--- src/rtl/lcplc_input_framer_if.sv ---
// Raw-sample and framed-sample stream bundle for the LCPLC input framer.
// The framer drives through `master`; the neighbouring source and coder use `slave`.
interface lcplc_input_framer_if #(
  parameter int unsigned DATA_WIDTH = 16
) ();
  logic                  input_valid;
  logic                  input_ready;
  logic [DATA_WIDTH-1:0] input_data;
  logic                  x_valid;
  logic                  x_ready;
  logic [DATA_WIDTH-1:0] x_data;
  logic                  x_last_r;
  logic                  x_last_s;
  logic                  x_last_b;
  logic                  x_last_i;

  modport master (
    input  input_valid, input_data, x_ready,
    output input_ready, x_valid, x_data, x_last_r, x_last_s, x_last_b, x_last_i
  );

  modport slave (
    output input_valid, input_data, x_ready,
    input  input_ready, x_valid, x_data, x_last_r, x_last_s, x_last_b, x_last_i
  );
endinterface

--- src/rtl/lcplc_input_framer.sv ---
// Frames a slice/band/row-ordered sample stream with last_r/s/b/i flags for the LCPLC coder.
// Optional input_last consistency checker is enabled by defining LCPLC_FRAMER_CHECK_EN.
module lcplc_input_framer #(
  parameter int unsigned DATA_WIDTH      = 16,
  parameter int unsigned DIM_WIDTH       = 4,
  parameter int unsigned BAND_WIDTH      = 10,
  parameter int unsigned SLICE_CNT_WIDTH = 16
) (
  input  logic                       clk,
  input  logic                       rst,
  input  logic [DIM_WIDTH-1:0]       cfg_cols_m1,
  input  logic [DIM_WIDTH-1:0]       cfg_rows_m1,
  input  logic [BAND_WIDTH-1:0]      cfg_bands_m1,
  input  logic [SLICE_CNT_WIDTH-1:0] cfg_slices_m1,
  output logic                       busy,
`ifdef LCPLC_FRAMER_CHECK_EN
  input  logic                       input_last,
  output logic                       frame_error,
  output logic [15:0]                frame_error_count,
`endif
  lcplc_input_framer_if.master       bus
);

  localparam int unsigned BeatW = DATA_WIDTH + 4;

  typedef enum logic [0:0] {StIdle, StRun} state_e;

  state_e                     r_state, w_state_next;
  logic [DIM_WIDTH-1:0]       r_cols_m1, r_rows_m1;
  logic [BAND_WIDTH-1:0]      r_bands_m1;
  logic [SLICE_CNT_WIDTH-1:0] r_slices_m1;
  logic [DIM_WIDTH-1:0]       r_col, r_row, w_col_next, w_row_next;
  logic [BAND_WIDTH-1:0]      r_band, w_band_next;
  logic [SLICE_CNT_WIDTH-1:0] r_slice, w_slice_next;

  logic                       r_main_valid, w_main_valid_next;
  logic                       r_skid_valid, w_skid_valid_next;
  logic [BeatW-1:0]           r_main, w_main_next;
  logic [BeatW-1:0]           r_skid, w_skid_next;
  logic                       r_in_ready;

  logic [DIM_WIDTH-1:0]       w_cols_m1, w_rows_m1;
  logic [BAND_WIDTH-1:0]      w_bands_m1;
  logic [SLICE_CNT_WIDTH-1:0] w_slices_m1;
  logic                       w_last_r, w_last_s, w_last_b, w_last_i;
  logic                       w_in_fire, w_out_fire;
  logic [BeatW-1:0]           w_beat;

  assign w_in_fire  = bus.input_valid & r_in_ready;
  assign w_out_fire = r_main_valid & bus.x_ready;

  // In IDLE the live cfg frames the first sample; the shadow copy is loaded on that same edge.
  assign w_cols_m1   = (r_state == StIdle) ? cfg_cols_m1   : r_cols_m1;
  assign w_rows_m1   = (r_state == StIdle) ? cfg_rows_m1   : r_rows_m1;
  assign w_bands_m1  = (r_state == StIdle) ? cfg_bands_m1  : r_bands_m1;
  assign w_slices_m1 = (r_state == StIdle) ? cfg_slices_m1 : r_slices_m1;

  assign w_last_r = (r_col == w_cols_m1);
  assign w_last_s = w_last_r & (r_row == w_rows_m1);
  assign w_last_b = w_last_s & (r_band == w_bands_m1);
  assign w_last_i = w_last_b & (r_slice == w_slices_m1);

  assign w_beat = {bus.input_data, w_last_r, w_last_s, w_last_b, w_last_i};

  always_comb begin
    w_state_next = r_state;
    w_col_next   = r_col;
    w_row_next   = r_row;
    w_band_next  = r_band;
    w_slice_next = r_slice;
    if (w_in_fire) begin
      if (w_last_i) begin
        w_state_next = StIdle;
        w_col_next   = '0;
        w_row_next   = '0;
        w_band_next  = '0;
        w_slice_next = '0;
      end else begin
        w_state_next = StRun;
        if (w_last_b) begin
          w_col_next   = '0;
          w_row_next   = '0;
          w_band_next  = '0;
          w_slice_next = r_slice + SLICE_CNT_WIDTH'(1);
        end else if (w_last_s) begin
          w_col_next  = '0;
          w_row_next  = '0;
          w_band_next = r_band + BAND_WIDTH'(1);
        end else if (w_last_r) begin
          w_col_next = '0;
          w_row_next = r_row + DIM_WIDTH'(1);
        end else begin
          w_col_next = r_col + DIM_WIDTH'(1);
        end
      end
    end
  end

  // Skid buffer: input_ready is low only while the skid entry is occupied, so no
  // accept can coincide with a full skid.
  always_comb begin
    w_main_valid_next = r_main_valid;
    w_main_next       = r_main;
    w_skid_valid_next = r_skid_valid;
    w_skid_next       = r_skid;
    if (r_skid_valid) begin
      if (w_out_fire) begin
        w_main_next       = r_skid;
        w_skid_valid_next = 1'b0;
      end
    end else if (w_in_fire) begin
      if (!r_main_valid || w_out_fire) begin
        w_main_valid_next = 1'b1;
        w_main_next       = w_beat;
      end else begin
        w_skid_valid_next = 1'b1;
        w_skid_next       = w_beat;
      end
    end else if (w_out_fire) begin
      w_main_valid_next = 1'b0;
    end
  end

  always_ff @(posedge clk) begin
    if (rst) begin
      r_state      <= StIdle;
      r_col        <= '0;
      r_row        <= '0;
      r_band       <= '0;
      r_slice      <= '0;
      r_cols_m1    <= '0;
      r_rows_m1    <= '0;
      r_bands_m1   <= '0;
      r_slices_m1  <= '0;
      r_main_valid <= 1'b0;
      r_skid_valid <= 1'b0;
      r_main       <= '0;
      r_skid       <= '0;
      r_in_ready   <= 1'b1;
    end else begin
      r_state      <= w_state_next;
      r_col        <= w_col_next;
      r_row        <= w_row_next;
      r_band       <= w_band_next;
      r_slice      <= w_slice_next;
      r_main_valid <= w_main_valid_next;
      r_skid_valid <= w_skid_valid_next;
      r_main       <= w_main_next;
      r_skid       <= w_skid_next;
      r_in_ready   <= ~w_skid_valid_next;
      if ((r_state == StIdle) && w_in_fire) begin
        r_cols_m1   <= cfg_cols_m1;
        r_rows_m1   <= cfg_rows_m1;
        r_bands_m1  <= cfg_bands_m1;
        r_slices_m1 <= cfg_slices_m1;
      end
    end
  end

  assign bus.input_ready = r_in_ready;
  assign bus.x_valid     = r_main_valid;
  assign bus.x_data      = r_main[BeatW-1:4];
  assign bus.x_last_r    = r_main[3];
  assign bus.x_last_s    = r_main[2];
  assign bus.x_last_b    = r_main[1];
  assign bus.x_last_i    = r_main[0];
  assign busy            = (r_state == StRun);

`ifdef LCPLC_FRAMER_CHECK_EN
  logic        r_frame_error;
  logic [15:0] r_frame_error_count;

  always_ff @(posedge clk) begin
    if (rst) begin
      r_frame_error       <= 1'b0;
      r_frame_error_count <= '0;
    end else if (w_in_fire && (input_last != w_last_i)) begin
      r_frame_error <= 1'b1;
      if (r_frame_error_count != 16'hffff) begin
        r_frame_error_count <= r_frame_error_count + 16'd1;
      end
    end
  end

  assign frame_error       = r_frame_error;
  assign frame_error_count = r_frame_error_count;
`endif

endmodule

--- src/flat_wrapper.sv ---
// flat-port wrapper written by rule: the top's interface ports become plain ports
module lcplc_input_framer_flat 
#(
  parameter int unsigned DATA_WIDTH      = 16,
  parameter int unsigned DIM_WIDTH       = 4,
  parameter int unsigned BAND_WIDTH      = 10,
  parameter int unsigned SLICE_CNT_WIDTH = 16
)
  (clk, rst, cfg_cols_m1, cfg_rows_m1, cfg_bands_m1, cfg_slices_m1, busy, bus_input_valid, bus_input_data, bus_x_ready, bus_input_ready, bus_x_valid, bus_x_data, bus_x_last_r, bus_x_last_s, bus_x_last_b, bus_x_last_i);
  lcplc_input_framer_if #(.DATA_WIDTH(DATA_WIDTH)) bus_i ();
  input  logic clk;
  input  logic rst;
  input  logic [DIM_WIDTH-1:0] cfg_cols_m1;
  input  logic [DIM_WIDTH-1:0] cfg_rows_m1;
  input  logic [BAND_WIDTH-1:0] cfg_bands_m1;
  input  logic [SLICE_CNT_WIDTH-1:0] cfg_slices_m1;
  output logic busy;
  input wire logic [$bits(bus_i.input_valid)-1:0] bus_input_valid;
  input wire logic [$bits(bus_i.input_data)-1:0] bus_input_data;
  input wire logic [$bits(bus_i.x_ready)-1:0] bus_x_ready;
  output wire logic [$bits(bus_i.input_ready)-1:0] bus_input_ready;
  output wire logic [$bits(bus_i.x_valid)-1:0] bus_x_valid;
  output wire logic [$bits(bus_i.x_data)-1:0] bus_x_data;
  output wire logic [$bits(bus_i.x_last_r)-1:0] bus_x_last_r;
  output wire logic [$bits(bus_i.x_last_s)-1:0] bus_x_last_s;
  output wire logic [$bits(bus_i.x_last_b)-1:0] bus_x_last_b;
  output wire logic [$bits(bus_i.x_last_i)-1:0] bus_x_last_i;
  assign bus_i.input_valid = bus_input_valid;
  assign bus_i.input_data = bus_input_data;
  assign bus_i.x_ready = bus_x_ready;
  assign bus_input_ready = bus_i.input_ready;
  assign bus_x_valid = bus_i.x_valid;
  assign bus_x_data = bus_i.x_data;
  assign bus_x_last_r = bus_i.x_last_r;
  assign bus_x_last_s = bus_i.x_last_s;
  assign bus_x_last_b = bus_i.x_last_b;
  assign bus_x_last_i = bus_i.x_last_i;
  lcplc_input_framer #(.DATA_WIDTH(DATA_WIDTH), .DIM_WIDTH(DIM_WIDTH), .BAND_WIDTH(BAND_WIDTH), .SLICE_CNT_WIDTH(SLICE_CNT_WIDTH)) u_core (.clk(clk), .rst(rst), .cfg_cols_m1(cfg_cols_m1), .cfg_rows_m1(cfg_rows_m1), .cfg_bands_m1(cfg_bands_m1), .cfg_slices_m1(cfg_slices_m1), .busy(busy), .bus(bus_i));
endmodule
--- config.mk ---
export PLATFORM = sky130hd
export DESIGN_NAME = lcplc_input_framer_flat
export DESIGN_NICKNAME = d
export VERILOG_FILES = /design/src/rtl/lcplc_input_framer_if.sv /design/src/rtl/lcplc_input_framer.sv /design/src/flat_wrapper.sv
export SDC_FILE = /design/constraint.sdc
export NUM_CORES = 1
export LEC_CHECK = 0
export BUFFER_PORTS_ARGS = -buffer_cell sky130_fd_sc_hd__clkbuf_2
export CAP_MARGIN = 20
export CORE_MARGIN = 3
export CORE_UTILIZATION = 45
export DETAILED_ROUTE_END_ITERATION = 10
export PLACE_DENSITY = 0.76
export SLEW_MARGIN = 20
export SYNTH_ARGS = -nofsm -noshare
export SYNTH_HDL_FRONTEND = slang
export SYNTH_SLANG_ARGS = --single-unit
--- constraint.sdc ---
create_clock -name clk -period 5.6 [get_ports clk]
set_clock_uncertainty 0.2 [all_clocks]
set_input_delay 1.12 -clock clk [delete_from_list [all_inputs] [get_ports clk]]
set_output_delay 1.12 -clock clk [all_outputs]
set_load 0.02 [all_outputs]
==> flow_metrics.py, run 1 <==
metrics = {
    "power_and_ir_drop": {
        "intPower_w": 0.00134,
        "power_leakage_nw": 2.29,
        "swShare_pct": 26.4,
        "netSwitchingPower_w": 0.000482,
        "p_clk_share_pct": 38.4,
        "power.total_w": 0.00183,
        "max-vdd-ir-drop_uv": 202,
        "p_seq_share_pct": 47.4,
        "power_density_mw_per_mm2": 304,
        "power_frac_comb_pct": 14.2,
    },
    "worst_setup_path": {
        "crit_type": "register to register",
        "path_buf_inv": 0,
        "cp_slowest_cell": "nor4_2",
        "worstPathCellList": "mux2i_1 > xnor2_1 > nor4_2 > nand3_1 > nor2_1 > a21o_1 > nor2_1",
        "path_delay_family": "simple AND/OR/NAND/NOR gates",
        "crit_arrival_ns": 3.98,
        "cp_max_fo": 22,
        "cpMostUsedCell": "nor2_1",
        "worst_ep_required_time_ns": 5.62,
        "slowest_delay_ns": 0.87,
        "startpoint_type": "register",
        "setup.worst_path.end_class": "register",
    },
    "global_route": {
        "grt_pass1_wl_um": 20400,
        "grt_pass1_vias": 4354,
        "track_usage_pct": 19.0,
        "antenna_found_initial": 0,
        "grt_overflow": 0,
        "grt_max_degree": 51,
    },
    "final_layout": {
        "drive_gt1_share_pct": 16.3,
        "area_delta_synth_final_pct": 14.4,
        "final_common_cell": "nand2_1",
        "antenna_cells": 0,
        "final_cells": 821,
        "final_cell_mix": "123 x nand2_1, 111 x dfxtp_1, 75 x clkbuf_2",
        "n_fill_cell": 1030,
        "nNetsFinal": 734,
    },
    "floorplanning": {
        "start_util_pct": 47.2,
        "fp.dieArea_mm2": 0.0130,
        "ios": 77,
        "core-area_mm2": 0.0111,
        "rows": 38,
        "die_w_um": 114,
        "die_height_um": 114,
    },
    "logic_synthesis": {
        "synth_top_cell_area_share_pct": 42.7,
        "postSynthCellCount": 623,
        "seq_area_frac_synth_pct": 42.7,
        "synth_mux_area_share_pct": 9.91,
        "synth_seq_cells": 112,
        "synth_area_leaders": "dfxtp_1 43%, mux2i_1 9.9%, nand2_1 8.8%",
        "synth.cell_area_mm2": 0.00525,
        "yosysWarnings": 0,
        "async_reset_ff_share_pct": 0,
        "synth-edff-count": 0,
        "synth_fa_ha_area_share_pct": 0.953,
        "netlist.top_cell.by_area": "dfxtp_1",
        "syn_avg_cell_area_um2": 8.43,
        "synth_compound_area_share_pct": 11.0,
        "synth_nets": 681,
        "synth-xor-area-share_pct": 9.01,
        "synth_top_family_by_area": "simple AND/OR/NAND/NOR gates",
        "synth-simple-area-share_pct": 22.6,
        "synth_cell_type_count": 45,
        "synth_flop_cell": "dfxtp_1",
    },
    "sta": {
        "fin_ws_ns": 1.64,
        "final-hold-violation-count": 0,
        "min_period_ns": 3.96,
        "tns_ns": 0,
        "min_period_over_period_pct": 70.7,
        "slew_headroom_pct": 33.4,
        "finalSetupViolCount": 0,
        "drv_slew": 0,
        "rsz0062_at_grt": "false",
        "fmax_mhz": 253,
        "worst_pin_slew_ns": 0.991,
    },
    "clocking": {
        "htree_levels": 3,
        "cts_buffers": 9,
        "clock_sinks": 112,
        "clk_latency_ns": 0.35,
        "clk_pin_slew_ns": 0.07,
        "cts_hold_buffers": 0,
        "clockRootBuffer": "clkbuf_16",
        "post_cts_buffers": 0,
        "post_cts_resized": 0,
        "max-clock-path-buffers": 2,
        "cts_tree": "yes",
    },
    "drt": {
        "wl_um": 11900,
        "dr.pass1.iters": 7,
        "wl_per_cell_um": 14.5,
        "routed-via-count": 4413,
        "drc": 0,
        "via_per_inst": 5.38,
        "drtAntennaViolNets": 0,
        "drt_iter0_drc": 311,
    },
    "place": {
        "dp_hpwl_um": 8330,
        "place_ws_ns": 1.34,
        "place.gp.congestion": 0.836,
        "place_inst": 805,
        "port_buffers": 76,
    },
    "flow_run": {
        "cap_violations": 0,
    },
    "worst_hold_path": {
        "hold_class": "register to register",
    },
    "outcome": {
        "status": "finished, final reports clean",
    },
}
-- through the flow --
| step | area (um^2) | util [%] | hold slack, ns |
|---|---|---|---|
| after global routing | 6010 | 54.0 | 0.279 |
| after floorplan | 5250 | - | 0.236 |
| final | 6010 | 54.0 | 0.255 |
| after CTS | 6010 | 54.0 | 0.256 |
| after detailed placement | 5680 | 51.0 | 0.246 |
| after global placement | 5680 | 51.0 | 0.241 |
-- Yosys cell counts, types with 2 or more instances --
master and instances:
nor2b_1 2, nand2b_1 5, nor3_1 10, xor2_1 24, nor2_1 62, clkbuf_1 30, or4_1 3, a211oi_1 19
o21ai_0 5, inv_1 3, buf_2 6, ha_1 4, nor4_2 4, o221ai_1 2, xnor2_1 30, and3_1 7
a21oi_1 66, mux2i_1 52, nor4_1 6, and2_1 2, nand4_1 12, buf_6 3, dfxtp_1 112, nor3b_1 2
nand2_1 123, nand3b_1 3, nand3_1 8
-- metal layers --
| layer | part of all wire (%) | wire (um) | vias up | track usage [%] |
|---|---|---|---|---|
| met3 | 6.3 | 754 | 4 | 5.68 |
| met2 | 49 | 5770 | 113 | 31.3 |
| met5 | 0 | 0 | - | 0 |
| met4 | 0.48 | 57 | 0 | 4.67 |
| met1 | 45 | 5310 | 2067 | 24.6 |
| li1 | - | - | 2229 | - |
-- cells by family (layout without fill, tap and decap cells) --
logic type               count (synthesis)  after routing
adder cells (fa/ha/maj)                  4              4
AO/OA/AOI/OAI                          100            100
AND/OR/NAND/NOR                        257            257
multiplexers                            52             52
XOR/XNOR                                54             54
buffers and inverters                   44            102
flip-flops                             112            112
-- registers in the layout (all words and copies together), names as in the netlist, 4 cells and up --
name,flops
u_core.r_cols_m1,4
u_core.r_band,10
u_core.r_col,4
u_core.r_slices_m1,16
u_core.r_bands_m1,10
u_core.r_row,4
u_core.r_main,20
u_core.r_rows_m1,4
u_core.r_skid,20
u_core.r_slice,16
-- power by group through the flow --
stage	Sequential [W]	Combinational [W]	Clock, W
finish	0.000866	0.000259	0.000701
detailed placement	0.000884	0.000260	0
floorplan	0.000897	0.000167	0
CTS	0.000866	0.000261	0.000711
global route	0.000871	0.000292	0.000747
global placement	0.000881	0.000251	0
-- final timing paths --
kind	from	to	slack, ns	cells after the start
worst max-delay path	u_core.busy	u_core.r_slice[11]	1.64	7
worst min-delay path	u_core.r_rows_m1[3]	u_core.r_rows_m1[3]	0.26	2
worst max register to register	u_core.busy	u_core.r_slice[11]	1.64	7
worst min register to register	u_core.r_rows_m1[3]	u_core.r_rows_m1[3]	0.26	2
-- final cells by class --
cell class / count / area [um^2] / area share, %
clock inverters: 6 / 92.6 / 1.54
repair buffers: 83 / 433 / 7.20
flip-flops and latches: 112 / 2240 / 37.3
clock buffers: 10 / 239 / 3.98
inverters: 3 / 11.3 / 0.187
well taps: 140 / 175 / 2.91
multi-input cells: 467 / 2820 / 46.8
-- worst min-delay path: stages, from the launching register on --
cell and delay, ns:
dfxtp_1 0.31, nand2_1 0.05, a21oi_1 0.05
(Power assumes the default switching activity.)
==> inputs of run 2 (changes only) <==
--- a/config.mk
+++ b/config.mk
@@ -10,7 +10,7 @@
 export CORE_MARGIN = 3
 export CORE_UTILIZATION = 45
 export DETAILED_ROUTE_END_ITERATION = 10
-export PLACE_DENSITY = 0.76
+export PLACE_DENSITY = 0.79
 export SLEW_MARGIN = 20
 export SYNTH_ARGS = -nofsm -noshare
 export SYNTH_HDL_FRONTEND = slang
==> constraint.sdc (replaced) <==
create_clock -name clk -period 3.15 [get_ports clk]
set_clock_uncertainty 0.2 [all_clocks]
set_input_delay 0.63 -clock clk [delete_from_list [all_inputs] [get_ports clk]]
set_output_delay 0.63 -clock clk [all_outputs]
set_load 0.02 [all_outputs]
==> run 2 against run 1 <==
Register-to-register slack lost 1.4 ns. Critical path depth rose by 2. Routed wire length up 0.98%. Setup slack lost 1.4 ns. Core utilization is 0.34 points higher. Critical path type unchanged.
==> flow_metrics.py, run 2 (synthesis gave the netlist of run 1 again) <==
metrics = {
    "drt": {
        "drt_iter0_drc": 213,
        "via_per_inst": 5.47,
        "drtAntennaViolNets": 0,
        "drc": 0,
        "wl_per_cell_um": 14.5,
        "routed-via-count": 4531,
        "dr.pass1.iters": 6,
        "wl_um": 12000,
    },
    "sta": {
        "finalSetupViolCount": 0,
        "drv_slew": 0,
        "min_period_ns": 2.88,
        "final-hold-violation-count": 0,
        "worst_pin_slew_ns": 0.660,
        "fmax_mhz": 347,
        "min_period_over_period_pct": 91.5,
        "tns_ns": 0,
        "slew_headroom_pct": 56.0,
        "rsz0062_at_grt": "false",
    },
    "floorplanning": {
        "die_w_um": 114,
        "start_util_pct": 47.2,
        "rows": 38,
        "core-area_mm2": 0.0111,
        "ios": 77,
        "die_height_um": 114,
        "fp.dieArea_mm2": 0.0130,
    },
    "clocking": {
        "max-clock-path-buffers": 2,
        "post_cts_buffers": 0,
        "clock_sinks": 112,
        "clk_pin_slew_ns": 0.07,
        "clk_latency_ns": 0.35,
        "cts_buffers": 9,
        "clockRootBuffer": "clkbuf_16",
        "post_cts_resized": 0,
        "cts_hold_buffers": 0,
        "cts_tree": "yes",
        "htree_levels": 3,
    },
    "outcome": {
        "status": "finished, final reports clean",
    },
    "worst_setup_path": {
        "r2r-end": "u_core.r_slice[11]",
        "worstPathCellList": "buf_12 > mux2i_1 > xnor2_1 > nor4_2 > buf_4 > nand3_1 > nor3_1 > xnor2_1 > nor2_1",
        "cpMostUsedCell": "xnor2_1",
        "path_delay_family": "simple AND/OR/NAND/NOR gates",
        "startpoint_type": "register",
        "crit_arrival_ns": 2.91,
        "setup.worst_path.end_class": "register",
        "r2r-start": "u_core.busy",
        "cp_slowest_cell": "nor3_1",
        "path_buf_inv": 2,
        "worst_ep_required_time_ns": 3.18,
        "rr_worst_depth": 9,
        "rrSetupSlack_ns": 0.27,
        "slowest_delay_ns": 0.48,
        "crit_type": "register to register",
        "cp_max_fo": 38,
    },
    "final_layout": {
        "nNetsFinal": 743,
        "area_delta_synth_final_pct": 15.2,
        "multiInputGateArea_mm2": 0.00282,
        "final_common_cell": "nand2_1",
        "antenna_cells": 0,
        "stdcell_area_mm2": 0.00605,
        "layout.area.seq_mm2": 0.00224,
        "n_fill_cell": 1006,
        "final_cell_mix": "123 x nand2_1, 111 x dfxtp_1, 75 x clkbuf_2",
        "drive_gt1_share_pct": 17.0,
        "top_regs": "u_core.r_main (20), u_core.r_skid (20)",
    },
    "global_route": {
        "grt_pass1_vias": 4441,
        "antenna_found_initial": 0,
        "track_usage_pct": 19.0,
        "grt_pass1_wl_um": 20300,
        "grt_max_degree": 39,
        "grt_overflow": 0,
    },
    "power_and_ir_drop": {
        "max-vdd-ir-drop_uv": 417,
        "power_leakage_nw": 2.32,
        "power_density_mw_per_mm2": 520,
        "power.total_w": 0.00314,
    },
    "worst_hold_path": {
        "hold_path_depth": 2,
        "hold_class": "register to register",
        "min_to": "u_core.r_bands_m1[6]",
        "hold_start": "u_core.r_bands_m1[6]",
    },
    "place": {
        "placed_area_mm2": 0.00576,
        "place.gp.congestion": 0.840,
        "port_buffers": 76,
        "dp_hpwl_um": 8490,
    },
    "flow_run": {
        "cap_violations": 0,
    },
}
==> run 2: area by class of cell <==
class                   count  share of cell area (%)
clock buffers              12                    4.08
clock inverters             3                   0.703
inverters                   3                   0.186
multi-input cells         467                    46.6
flip-flops and latches    112                    37.1
well taps                 140                    2.90
repair buffers             92                    8.48
==> run 2: worst max-delay path by stage <==
stage	start	to	slack (ns)	cells past startpoint
3_3_place_gp	cfg_rows_m1[2]	u_core.r_slice[6]	0.31	9
4_1_cts	u_core.busy	u_core.r_slice[14]	0.23	9
5_1_grt	u_core.busy	u_core.r_slice[13]	0.05	9
2_1_floorplan	u_core.busy	u_core.r_slice[10]	0.30	10
3_5_place_dp	cfg_cols_m1[3]	u_core.r_slice[6]	0.25	9
6_report	u_core.busy	u_core.r_slice[11]	0.27	9
==> run 2: through the flow <==
stage / instances / utilization, % / worst slack (ns) / hold WS, ns
5_1_grt: 829 / 54.4 / 0.0492 / 0.275
4_1_cts: 829 / 54.4 / 0.234 / 0.255
3_3_place_gp: 814 / 51.8 / 0.311 / 0.241
2_1_floorplan: 623 / - / 0.305 / 0.236
6_report: 829 / 54.4 / 0.269 / 0.255
3_5_place_dp: 814 / 51.8 / 0.246 / 0.246
==> run 2: worst register-to-register path, delay by kind of cell, from the launching register on <==
| kind | cells | cell delay (ns) |
|---|---|---|
| multiplexers | 1 | 0.29 |
| AND/OR/NAND/NOR | 4 | 1.18 |
| buffers and inverters | 2 | 0.46 |
| XOR/XNOR | 2 | 0.29 |
| flip-flops | 1 | 0.35 |
==> run 2: where the power goes <==
part	total, W	switching (W)	internal (W)
Clock	0.00113	0.000499	0.000634
Sequential	0.00153	0.0000448	0.00149
Combinational	0.000477	0.000288	0.000189
==> run 2: per-layer routing <==
layer	GRT usage, %	routed length, um	vias up
met5	0	0	-
met4	5.70	162	0
met3	6.05	756	13
met2	32.2	5730	116
met1	22.9	5360	2153
li1	-	-	2249
